===== src/rtl/order_entry.sv =====
// order_entry: operator order writer. Debounces the three board keys, latches
// switch values as buy/sell prices clamped to 0..MAX_PRICE, and offers one
// order at a time downstream over a valid/ready handshake.
// Optional build macro ORDER_CHECK_EN: when defined, a submit is rejected
// (entry_err pulse) unless both prices have been loaded since the last order.
module order_entry #(
    parameter int DEBOUNCE_CYCLES = 500000,
    parameter int MAX_PRICE       = 99
) (
    input  logic       clk,
    input  logic       resetn,
    input  logic [7:0] sw_value,
    input  logic       key_buy_n,
    input  logic       key_sell_n,
    input  logic       key_submit_n,
    input  logic       order_ready,
    output logic       order_valid,
    output logic [7:0] buy_price,
    output logic [7:0] sell_price,
    output logic [1:0] state,
    output logic [7:0] order_count,
    output logic       entry_err
);

    localparam int             CW      = $clog2(DEBOUNCE_CYCLES + 1);
    localparam logic [CW-1:0]  CNT_MAX = CW'(DEBOUNCE_CYCLES);
    localparam logic [7:0]     MAX_P   = 8'(MAX_PRICE);

    // Key index order inside the debounce arrays.
    localparam int K_BUY    = 0;
    localparam int K_SELL   = 1;
    localparam int K_SUBMIT = 2;

    typedef enum logic [1:0] {
        ST_IDLE = 2'b00,
        ST_PEND = 2'b01
    } state_t;

    // Saturate a switch value to the displayable price range.
    function automatic logic [7:0] clamp_price(input logic [7:0] v);
        logic [7:0] r;
        if (v > MAX_P) begin
            r = MAX_P;
        end else begin
            r = v;
        end
        return r;
    endfunction

    logic [2:0]    keys_s;
    logic [2:0]    sync1_r;
    logic [2:0]    sync2_r;
    logic [2:0]    level_r;
    logic [2:0]    press_r;
    logic [CW-1:0] cnt_r [0:2];

    state_t        state_r;
    logic          valid_r;
    logic [7:0]    buy_price_r;
    logic [7:0]    sell_price_r;
    logic [7:0]    order_count_r;
    logic          err_r;
    logic          buy_loaded_r;
    logic          sell_loaded_r;

    logic          buy_ev_s;
    logic          sell_ev_s;
    logic          submit_ev_s;
    logic          accept_s;
    logic [7:0]    clamped_s;

    assign keys_s      = {key_submit_n, key_sell_n, key_buy_n};
    assign buy_ev_s    = press_r[K_BUY];
    assign sell_ev_s   = press_r[K_SELL];
    assign submit_ev_s = press_r[K_SUBMIT];
    assign clamped_s   = clamp_price(sw_value);

    // Decide whether a submit in IDLE may become an order; a load in the
    // same cycle counts, since that load is applied on the same edge.
    always_comb begin
        accept_s = 1'b1;
`ifdef ORDER_CHECK_EN
        accept_s = (buy_loaded_r | buy_ev_s) & (sell_loaded_r | sell_ev_s);
`else
        accept_s = 1'b1;
`endif
    end

    // Synchronize each raw key, debounce its level, and pulse on press only.
    always_ff @(posedge clk or negedge resetn) begin
        if (!resetn) begin
            sync1_r <= 3'b111;
            sync2_r <= 3'b111;
            level_r <= 3'b111;
            press_r <= 3'b000;
            for (int k = 0; k < 3; k++) begin
                cnt_r[k] <= '0;
            end
        end else begin
            for (int k = 0; k < 3; k++) begin
                sync1_r[k] <= keys_s[k];
                sync2_r[k] <= sync1_r[k];
                press_r[k] <= 1'b0;
                if (sync2_r[k] == level_r[k]) begin
                    cnt_r[k] <= '0;
                end else if (cnt_r[k] == CNT_MAX) begin
                    // Level flips; only the released-to-pressed flip is an event.
                    level_r[k] <= sync2_r[k];
                    cnt_r[k]   <= '0;
                    press_r[k] <= level_r[k];
                end else begin
                    cnt_r[k] <= cnt_r[k] + CW'(1);
                end
            end
        end
    end

    // Order FSM with price registers, loaded flags and registered outputs.
    always_ff @(posedge clk or negedge resetn) begin
        if (!resetn) begin
            state_r       <= ST_IDLE;
            valid_r       <= 1'b0;
            buy_price_r   <= 8'd0;
            sell_price_r  <= 8'd0;
            order_count_r <= 8'd0;
            err_r         <= 1'b0;
            buy_loaded_r  <= 1'b0;
            sell_loaded_r <= 1'b0;
        end else begin
            err_r <= 1'b0;
            case (state_r)
                ST_IDLE: begin
                    valid_r <= 1'b0;
                    if (buy_ev_s) begin
                        buy_price_r  <= clamped_s;
                        buy_loaded_r <= 1'b1;
                    end
                    if (sell_ev_s) begin
                        sell_price_r  <= clamped_s;
                        sell_loaded_r <= 1'b1;
                    end
                    if (submit_ev_s) begin
                        if (accept_s) begin
                            state_r <= ST_PEND;
                            valid_r <= 1'b1;
                        end else begin
                            err_r <= 1'b1;
                        end
                    end
                end
                ST_PEND: begin
                    // Prices are frozen here; loads and submits are ignored.
                    if (valid_r && order_ready) begin
                        state_r       <= ST_IDLE;
                        valid_r       <= 1'b0;
                        order_count_r <= order_count_r + 8'd1;
                        buy_loaded_r  <= 1'b0;
                        sell_loaded_r <= 1'b0;
                    end else begin
                        valid_r <= 1'b1;
                    end
                end
                default: begin
                    state_r <= ST_IDLE;
                    valid_r <= 1'b0;
                end
            endcase
        end
    end

    assign order_valid = valid_r;
    assign buy_price   = buy_price_r;
    assign sell_price  = sell_price_r;
    assign state       = state_r;
    assign order_count = order_count_r;
    assign entry_err   = err_r;

endmodule


===== config.mk =====
export PLATFORM = sky130hd
export DESIGN_NAME = order_entry
export DESIGN_NICKNAME = d
export VERILOG_FILES = /design/src/rtl/order_entry.sv
export SDC_FILE = /design/constraint.sdc
export NUM_CORES = 1
export LEC_CHECK = 0
export ABC_AREA = 1
export CORE_UTILIZATION = 48
export CTS_BUF_LIST = sky130_fd_sc_hd__clkbuf_4
export CTS_CLUSTER_DIAMETER = 80
export DETAILED_ROUTE_END_ITERATION = 12
export GPL_ROUTABILITY_DRIVEN = 0
export GPL_TIMING_DRIVEN = 0
export PLACE_DENSITY_LB_ADDON = 0.15
export SLEW_MARGIN = 20
export SYNTH_ARGS = -nofsm -noshare
export SYNTH_HDL_FRONTEND = slang
export SYNTH_SLANG_ARGS = --single-unit

===== constraint.sdc =====
create_clock -name clk -period 1.4 [get_ports clk]
set_clock_uncertainty 0.15 [all_clocks]
set_input_delay 0.28 -clock clk [delete_from_list [all_inputs] [get_ports clk]]
set_output_delay 0.28 -clock clk [all_outputs]
set_load 0.01 [all_outputs]

## Yosys cells after proc, flatten, opt, wreduce, memory -nomap -nowiden

Cells that the tools add are included.

- Register bits after elaboration: 96
- Logic and storage cells: 59
- Output and inout bits: 28
- Input port bits: 14

- Add/sub/neg operators: 4
- Reduce and logical (&&, ||, !) cells: 9
- Bitwise operators: 3
- Mux-type cells: 19
- Equal/unequal tests: 9
- Magnitude comparators: 1

Operators by type and width:

| operator | count |
|---|---|
| two-way mux 19 bit | 6 |
| adder 19 x 1 -> 19 bit, second input constant | 3 |
| == test 19 bit, second input constant | 3 |
| AND reduction 2 bit | 7 |
| adder 8 x 1 -> 8 bit, second input constant | 1 |
| > comparator 8 x 7 -> 1 bit, second input constant | 1 |
| two-way mux 1 bit | 8 |
| two-way mux 8 bit | 1 |
| two-way mux 2 bit | 2 |
| != test 2 bit, second input constant | 2 |
| case mux 2 bit (2 select lines) | 1 |
| == test 1 bit | 3 |
| inverter 1 bit | 3 |
| == test 2 x 1 -> 1 bit, second input constant | 1 |
| logical NOT 2 bit | 1 |
| case mux 1 bit (2 select lines) | 1 |
| logical AND 1 bit | 1 |

## Depth between registers and ports, before layout

- Word-level depth: 3
- Gate-level depth with buffers: 10

## Worst setup path before layout

No wires, ideal clock.

- Path kind: register to register
- Start point: register cnt_r[0] (netlist bit)
- End point: register cnt_r[17] (netlist bit)
- Required time: 1.124 ns
- Arrival: 1.135 ns
- Period minus slack after synthesis: 1.411 ns
- Path slack: -0.011 ns
- Stages on the path, launching flop included: 10
- Path buffers: 0
- Cells stage by stage: dfrtp_1 inv_1 ha_1 nand2_1 inv_1 nand2_1 nor2_1 nand3_2 nand2_2 a21oi_1

- Cells in the longest elaborated chain, start to end: 3

Ends and longest elaborated chain:

| item | RTL line | text |
|---|---|---|
| start: declaration | 55 | `logic [CW-1:0] cnt_r [0:2];` |
| start signal: indexed assignment | 112 | `cnt_r[k] <= cnt_r[k] + CW'(1);` |
| adder 19 x 1 -> 19 bit / == test 19 bit (equally long branches) | 112, 106 |  |
| two-way mux 19 bit (*) | 106 | `end else if (cnt_r[k] == CNT_MAX) begin` |
| two-way mux 19 bit (*) | 104 | `if (sync2_r[k] == level_r[k]) begin` |

Mark *: on every way between the ends. The rest lies on a longest branch, timed or not.
A chain may end at the register's enable or synchronous reset.

## Worst setup path in the final report

- Start point: register cnt_r[38] (netlist bit)
- End point: register cnt_r[56] (netlist bit)

Same word-level chain as after synthesis.

==> run metrics <==
Simple-Gate Fraction of Synth Area 0.322; Clk Latency, worst-skew pair 0.45 ns; CP max FO 4; power density over the cells 815 mW/mm2; DR vias/cell 4.93; Post-Syn Area 0.00484 mm2; final instance area roughly 0.0065 mm2; first-pass GRT wire length 16600 um; Area Overhead vs Synth 34.3%; HPWL Detailed about 6800 um; CTS clk-pin slew, worst paths ~0.16 ns; number of CTS-inserted buffers 9; mux contribution to synthesized area 0; Slowest-stage cell, CP dfrtp_2; Adder-Cell Fraction of Synth Area 0.0181; Synth Instances 575; CP arrival roughly 1.8 ns; Compound-Gate Fraction of Synth Area 0.0339; top area cells in the synthesized netlist dfrtp_1 (45%), nor2_1 (9.4%), nand2_1 (9.0%); Initial Utilization 0.495; number of DRC markers in iteration 0 ~120; initial antenna violation count 0; FF-to-FF setup slack -0.19 ns; leakage power around 2.8 nW; VDD IR max approximately 0.00047 V; Synth cell types 31; largest net degree at the start of global routing 62; worst setup margin -0.191 ns; CP delay by family, top simple AND/OR/NAND/NOR gates; Yosys top cell area share 0.445; via count 4020; # H-tree levels 3; Tcrit/Tclk final 1.14; hold crit path type in2reg; clk buf depth 2; Setup Total Neg Slack -6.30 ns; CTS Sinks 95; Post-Synth XOR/XNOR Area 0.0792; vias in the first global route 3681; pre-CTS setup slack -0.376 ns; Max Clk Rate between 600 and 700 MHz; DIE AREA around 0.010 mm2; GRT Util Overall 0.205; CP endpoint kind flip-flop; CTS root buffer clkbuf_4; DIE WIDTH 102 um; DRC Markers 0; CP peak stage delay roughly 0.45 ns; Slew Limit Fails 0; final number of hold-violating endpoints 0; sequential element share of the synthesized area 0.494; Tot Pwr roughly 0.0053 W; Mean Syn Cell Area about 8.4 um2; Seq cells post-synth 95; CTS tree yes; WP buf/inv 1; ant diodes 0; # setup viols final 74; boundary pin count between 40 and 50; first drt pass iteration count 5; largest family of logic cells by synthesized area simple AND/OR/NAND/NOR gates; FP Rows 36; ANT nets after route 0; RSZ-0062 raised after global routing yes; crit-path cells buf_12 -> ha_4 -> nand2_4 -> nor2_4 -> nand2_4 -> nor2_4 -> nand3_2 -> nand3_1 -> nor2_1; area leader, netlist dfrtp_1; fraction of layout cells with a size suffix above 1 0.362; dpl cell area roughly 0.0054 mm2; max cap viols 0; average wire per standard cell 13.4 um; failing checks negative setup slack; most frequent cells in the layout nand2_1 (107), nor2_1 (106), dfrtp_1 (73); Yosys warning total 0; # nets final between 600 and 700; status finished, violations left; total routed wirelength ~11000 um; Worst Path Required around 1.6 ns; Chip Height between 100 and 150 um; Tmin final 1.59 ns; most common cell after layout, fill and taps aside nand2_1; critical path class reg2reg; CP startpoint kind flip-flop; # port buffers 39; core area 0.00977 mm2; total global routing overflow 0
[per-layer routing]
| metal | GRT usage | wire (um) | vias to the layer above |
|---|---|---|---|
| met3 | 0.0301 | 245 | 18 |
| met5 | 0 | 0 | - |
| met1 | 0.272 | 4860 | 1948 |
| met2 | 0.345 | 5620 | 62 |
| met4 | 0.0703 | 175 | 0 |
| li1 | - | - | 1992 |
[what timing repair did]
item,4_1_cts,5_1_grt
setup buffers,28,21
hold buffers,1,0
endpoints found under the setup margin,93,99
cloned,0,0
pin swaps,21,35
endpoints found under the hold margin,86,0
gates resized for setup,170,83
[state kept, by name, summed over array words and instances (netlist names)]
| register | flops |
|---|---|
| order_valid | 1 |
| press_r | 3 |
| sync2_r | 3 |
| state | 1 |
| buy_price | 8 |
| sync1_r | 3 |
| cnt_r | 57 |
| order_count | 8 |
| sell_price | 8 |
| level_r | 3 |
[synth_stat cells]
| library cell | number |
|---|---|
| a211oi_2 | 2 |
| a21oi_1 | 6 |
| a31oi_1 | 3 |
| and2_1 | 2 |
| buf_4 | 2 |
| clkbuf_1 | 2 |
| conb_1 | 1 |
| dfrtp_1 | 86 |
| dfstp_2 | 9 |
| ha_1 | 7 |
| inv_1 | 57 |
| inv_2 | 4 |
| nand2_1 | 116 |
| nand2_2 | 16 |
| nand2_4 | 1 |
| nand3_1 | 32 |
| nand3_2 | 6 |
| nand3b_1 | 1 |
| nand4_1 | 4 |
| nor2_1 | 121 |
| nor2_2 | 8 |
| nor2_4 | 12 |
| nor3_1 | 11 |
| nor3_2 | 3 |
| nor3b_1 | 2 |
| o21ai_0 | 9 |
| o21ai_1 | 9 |
| or2_2 | 1 |
| xnor2_1 | 12 |
| xor2_1 | 28 |
| xor2_2 | 2 |
[final cells by class]
type / count / area, um2
clock buffer: 9 / 67.6
buffer: 4 / 27.5
tap: 133 / 166
sequential: 95 / 2400
timing repair buffer: 90 / 771
fill: 795 / 3280
clock inverter: 7 / 82.6
multi-input combinational: 416 / 2740
inverter: 61 / 234
[power breakdown]
group | switching (W) | internal [W] | total (W)
combinational | 0.000403 | 0.000382 | 0.000785
clock | 0.000996 | 0.000566 | 0.00156
sequential | 0.0000988 | 0.00284 | 0.00294
[final timing paths]
| kind | from | to | depth (start not counted) |
|---|---|---|---|
| min in group asynchronous | resetn | cnt_r[47]$_DFF_PN0_ | 2 |
| min | key_buy_n | sync1_r[0]$_DFF_PN1_ | 1 |
| max in group asynchronous | resetn | level_r[1]$_DFFE_PN1P_ | 3 |
| max | cnt_r[38]$_DFF_PN0_ | cnt_r[56]$_DFF_PN0_ | 9 |
| max reg2reg | cnt_r[38]$_DFF_PN0_ | cnt_r[56]$_DFF_PN0_ | 9 |
| min reg2reg | sync1_r[1]$_DFF_PN1_ | sync2_r[1]$_DFF_PN1_ | 0 |
[stage by stage]
step | utilization | hold slack [ns] | instances
6_report | 0.664 | 0.0731 | 815
5_1_grt | 0.664 | 0.0897 | 815
4_1_cts | 0.613 | 0.0618 | 794
3_5_place_dp | 0.555 | 0.0492 | 749
3_3_place_gp | 0.552 | 0.201 | 748
2_1_floorplan | - | -0.166 | 576
[kinds of logic after synthesis]
| group | after synthesis |
|---|---|
| adder cells (fa/ha/maj) | 7 |
| flip-flops | 95 |
| XOR/XNOR | 42 |
| AO/OA/AOI/OAI | 29 |
| buffers and inverters | 65 |
| other | 1 |
| AND/OR/NAND/NOR | 336 |
Note: power is estimated with default switching activity, not from simulation.
